File: src/rtl/mux_41.sv
// mux_41 -- registered 4-to-1 multiplexer.
// The select code is {s1, s0}, with s1 as the MSB.
// The operand, the select code and a valid flag are captured together on
// each enabled rising edge, so all outputs change one cycle after sampling.
// Optional feature macro: MUX41_SEL_CHANGE_CNT_EN. When it is defined, a
// saturating 8-bit counter tracks how often the select code changes. When it
// is undefined, sel_changes is tied to zero.

module mux_41 #(
    parameter int WIDTH = 1
) (
    input  logic             clk,
    input  logic             rst,
    input  logic             en,
    input  logic [WIDTH-1:0] a,
    input  logic [WIDTH-1:0] b,
    input  logic [WIDTH-1:0] c,
    input  logic [WIDTH-1:0] d,
    input  logic             s0,
    input  logic             s1,
    output logic [WIDTH-1:0] y,
    output logic             y_valid,
    output logic [1:0]       sel_q,
    output logic [7:0]       sel_changes
);

    // Steering function. All four codes are legal. The default arm is
    // unreachable for 2-state select inputs and only keeps the decode total.
    function automatic logic [WIDTH-1:0] select_operand(
        input logic [1:0]       code,
        input logic [WIDTH-1:0] op_a,
        input logic [WIDTH-1:0] op_b,
        input logic [WIDTH-1:0] op_c,
        input logic [WIDTH-1:0] op_d
    );
        logic [WIDTH-1:0] result;
        case (code)
            2'b00:   result = op_a;
            2'b01:   result = op_b;
            2'b10:   result = op_c;
            2'b11:   result = op_d;
            default: result = {WIDTH{1'b0}};
        endcase
        return result;
    endfunction

    logic [1:0]       sel_s;
    logic [WIDTH-1:0] pick_s;
    logic [WIDTH-1:0] y_r;
    logic             valid_r;
    logic [1:0]       sel_q_r;

    // Form the select code by concatenation. s1 is the MSB; the bits are not ORed.
    assign sel_s = {s1, s0};

    // Combinational selection of the operand addressed by the current code.
    always_comb begin
        pick_s = {WIDTH{1'b0}};
        pick_s = select_operand(sel_s, a, b, c, d);
    end

    // Capture the selected operand, its code and the valid flag.
    // Reset has priority over enable.
    always_ff @(posedge clk) begin
        if (rst) begin
            y_r     <= {WIDTH{1'b0}};
            sel_q_r <= 2'b00;
            valid_r <= 1'b0;
        end else if (en) begin
            y_r     <= pick_s;
            sel_q_r <= sel_s;
            valid_r <= 1'b1;
        end else begin
            y_r     <= y_r;
            sel_q_r <= sel_q_r;
            valid_r <= 1'b0;
        end
    end

    assign y       = y_r;
    assign y_valid = valid_r;
    assign sel_q   = sel_q_r;

`ifdef MUX41_SEL_CHANGE_CNT_EN
    logic [7:0] changes_r;

    // Count enabled edges whose new code differs from the held code.
    // The count saturates at 8'hFF and clears only on reset.
    always_ff @(posedge clk) begin
        if (rst) begin
            changes_r <= 8'h00;
        end else if (en && (sel_s != sel_q_r) && (changes_r != 8'hFF)) begin
            changes_r <= changes_r + 8'h01;
        end else begin
            changes_r <= changes_r;
        end
    end

    assign sel_changes = changes_r;
`else
    assign sel_changes = 8'h00;
`endif

endmodule

File: config.mk
export PLATFORM = sky130hd
export DESIGN_NAME = mux_41
export DESIGN_NICKNAME = d
export VERILOG_FILES = /design/src/rtl/mux_41.sv
export SDC_FILE = /design/constraint.sdc
export NUM_CORES = 1
export LEC_CHECK = 0
export CORE_AREA = 2 2 39 41
export CTS_CLUSTER_SIZE = 30
export DETAILED_ROUTE_END_ITERATION = 8
export DIE_AREA = 0 0 41 43
export PLACE_DENSITY = 0.49
export SYNTH_ARGS = -nofsm -noshare
export SYNTH_HDL_FRONTEND = slang
export SYNTH_SLANG_ARGS = --single-unit
File: constraint.sdc
create_clock -name clk -period 0.9 [get_ports clk]
set_input_delay 0.18 -clock clk [delete_from_list [all_inputs] [get_ports clk]]
set_output_delay 0.18 -clock clk [all_outputs]
set_load 0.01 [all_outputs]
Word-level counts from Yosys, hierarchy flattened --
Index checks and enable logic that the tools add are counted.
Word-level totals: register bits after elaboration 4, logic and storage cells 9
Operators by class: reductions and logical operators 1, muxes and demuxes 2, equality and inequality tests 3
Operators by type and width (number):
- $eq A2 B2 Y1 const B | 2
- $pmux W1 S4 | 1
- $eq A2 B1 Y1 const B | 1
- $logic_not A2 Y1 | 1
- $mux W1 | 1

Logic depth before layout (Yosys ltp) --
Gate-level depths: netlist of the first run.
depth in word-level cells 2, mapped depth 2

Worst setup path before layout of the first run --
No wires, ideal clock.
path kind register to register, start register, netlist name y, end register y_r (netlist: y), buffers on the path 0, arrival 862 ps, cell stages (with the launch flop) 3, path slack -41 ps, library setup time 79 ps, clock period less this slack 941 ps, cells stage by stage dfxtp_1 > or3b_2 > o221ai_2
RTL lines:
- end signal, assigned | RTL line 66 | y_r <= {WIDTH{1'b0}};
- end signal, assigned | RTL line 70 | y_r <= pick_s;
- end signal, assigned | RTL line 74 | y_r <= y_r;
- end, declared | RTL line 49 | logic [WIDTH-1:0] y_r;

Worst setup path in the final report of the first run --
start input s0, end register y_r (netlist: y)
Between the ends: longest elaborated chain between the ends 2, elaborated cells on any way between the ends 5
RTL lines:
- start, declared | RTL line 19 | input logic s0,
- $eq A2 B2 Y1 (tied with other cells) | RTL line 37 | case (code)
- $pmux W1 S4 * | RTL line 37
Every way passes the cells marked *; elsewhere a longest branch is shown, timed or not. A chain may end at the register's enable or synchronous reset.

==> run_results.csv, run 1 <==
group,metric,value,unit
outcome,outcome,"completed",
cells_and_area,n_fill_cell,158,
floorplanning,num_io_pins,21,
power,comb_power_share,22.2,%
placement,dp.cells,56,
power,internal_power,0.405,mW
drt,drt-total-wl,474,um
logic_synthesis,syn_inst,24,
logic_synthesis,yosys_register_bits,4,
drt,ant_nets,0,
drt,wl_per_cell,8.03,um
cells_and_area,stdcell_count,59,
placement,dpl_worst_slack,-0.379,ns
grt,grt_pass1_vias,190,
worst_setup_path,r2r-start,"y",
timing,rsz0062_at_grt,"false",
cells_and_area,area_delta_synth_final,63.7,%
power,power_density,1350,nW/um2
floorplanning,core_area,1380,um2
power,power.share.switching,22.7,%
timing,setup_slack,0.0393,ns
logic_synthesis,synth_area,238,um2
grt,gr-total-overflow,0,
cts,cts_setup_buffers,0,
drt,dr_total_vias,197,
timing,final_hold_viol_count,0,
timing,max_freq,1160,MHz
cells_and_area,num-nets-final,54,
worst_setup_path,crit_start,"s0",
worst_setup_path,rr_endpoint,"y",
placement,gp_congestion,0.660,
logic_synthesis,synth_cell_type_count,10,
cells_and_area,multi_input_area,129,um2
timing,slew_viol_final,0,
cells_and_area,fin_util,28.1,%
floorplanning,start_util,17.2,%
worst_setup_path,required,1.04,ns
drt,drt_iter0_markers,0,
cells_and_area,seqCellArea,81.3,um2
floorplanning,die-area,1760,um2
floorplanning,num_rows,14,
cts,cts.sinks,4,
drt,post-route-drc-count,0,
floorplanning,die_w,41,um
logic_synthesis,ys_warn_count,0,
worst_setup_path,worstPathMaxFanout,2,
cts,cts-root-buf,"clkbuf_4",
power,pwr-share-seq,37.2,%
flow_run,maxCapViolCount,0,
power,p_clk_share,40.6,%
cells_and_area,diodes,0,
grt,grt_max_degree,5,
cts,clk_pin_slew,0.03,ns
drt,viasPerCell,3.34,
drt,firstDrtPassIters,1,
timing,fin_crit_sh,95.6,%
cts,cts_tree,"yes",
placement,port_buffers,12,
logic_synthesis,avgSynthCellArea,9.91,um2
timing,hold_slack,0.412,ns
power,p_switching,0.119,mW
grt,antenna_found_initial,0,
cts,cts_buffer_depth,2,
cells_and_area,final_common_cell,"conb_1",
timing,setup_viol,0,
cells_and_area,drive_above_1_share,37.2,%
grt,grt_pass1_wl,683,um
cts,h-tree-depth,1,
cts,clkLatencyLatePin,0.23,ns
worst_setup_path,critPathCaptureType,"flop",
min_path,min_path_cells,3,
worst_setup_path,critPathKind,"primary input to flop",
logic_synthesis,synth_top_area_share,33.7,%
grt,track_usage,6.23,%
power,leakagePower,0.196,nW
worst_setup_path,worst_setup_path_start_kind,"primary input",
logic_synthesis,ys_seq_area_share,33.7,%
logic_synthesis,synth_area_leaders,"dfxtp_1 34%, buf_4 25%, mux2i_1 17%",
worst_setup_path,rrSetupSlack,0.07,ns
power,vdd_drop_max,0.527,mV
floorplanning,die_h,43,um
timing,fin_skew,0,ns
worst_setup_path,rr_worst_depth,2,
logic_synthesis,synth_top_cell_by_area,"dfxtp_1",
cts,cts_made_buffers,3,
min_path,hold_class,"primary input to flop",
worst_setup_path,cp-endpoint,"y",
timing,period_minus_slack,0.861,ns
worst_setup_path,cp_data_arrival_time,1.00,ns
## synthesized netlist by cell type (all sizes together)
cell and count:
buf 8, dfxtp 4, mux2i 4, nor2 2, or3b 2, conb 1, nand3b 1, nor2b 1
o221ai 1
## cell families after synthesis
kind of cell	synth area share [%]
AOI/OAI and AO/OA	6.31
buffers and inverters	25.3
DFF	33.7
muxes	16.8
other	1.58
and+or+nand+nor	16.3
## worst max-delay path: stages
cell	delay, ns
dlygate4sd2_1	0.24
or3b_4	0.39
o221ai_2	0.19
## final cells by class
| class | instances | share of cell area, % |
|---|---|---|
| clock buffer | 3 | 5.79 |
| tap | 16 | 5.14 |
| sequential | 4 | 20.9 |
| timing repair buffer | 17 | 35.0 |
| multi-input combinational | 19 | 33.1 |
## per-stage QoR
step           power, mW  setup TNS, ns  area, um2
2_1_floorplan      0.269              0        268
3_3_place_gp       0.329          -1.45        385
3_5_place_dp       0.328          -1.45        385
4_1_cts            0.541              0        389
5_1_grt            0.557              0        389
6_report           0.524              0        389
## power groups by stage
stage / combinational (mW) / clock (mW) / sequential [mW]
floorplan: 0.0662 / 0 / 0.203
global placement: 0.130 / 0 / 0.198
detailed placement: 0.131 / 0 / 0.198
CTS: 0.118 / 0.228 / 0.195
global route: 0.128 / 0.233 / 0.196
finish: 0.116 / 0.213 / 0.195
## registers in the layout, summed over array words and instances, names as in the netlist
register  count
y_valid       1
y             1
sel_q         2
## layer usage
layer | wire (um) | GRT usage, % | share of wire [%] | vias to the layer above
li1 | - | - | - | 104
met1 | 176 | 7.10 | 37 | 82
met2 | 228 | 7.50 | 48 | 11
met5 | 0 | 0 | 0 | -
met4 | 0 | 8.00 | 0 | 0
met3 | 69 | 2.09 | 15 | 0
## how the worst min path moves through the flow
stage                     startpoint       end  slack (ns)
after floorplan                  rst   y_valid        0.25
after global placement      sel_q[0]  sel_q[0]        0.49
after detailed placement    sel_q[0]  sel_q[0]        0.50
after CTS                        rst  sel_q[0]        0.42
after global routing             rst   y_valid        0.43
final                            rst  sel_q[0]        0.41
## timing repair
item | 4_1_cts | 5_1_grt
setup endpoints to repair | 6 | 0
gates resized for setup | 22 | 0
hold buffers | 0 | 0
No activity file was read; power rests on OpenSTA's default activity.
==> run 2, diff against run 1 <==
CAP_MARGIN = 20   (was default)
==> results of run 2 <==
Final layout, timing and power as in run 1 (identical DEF).
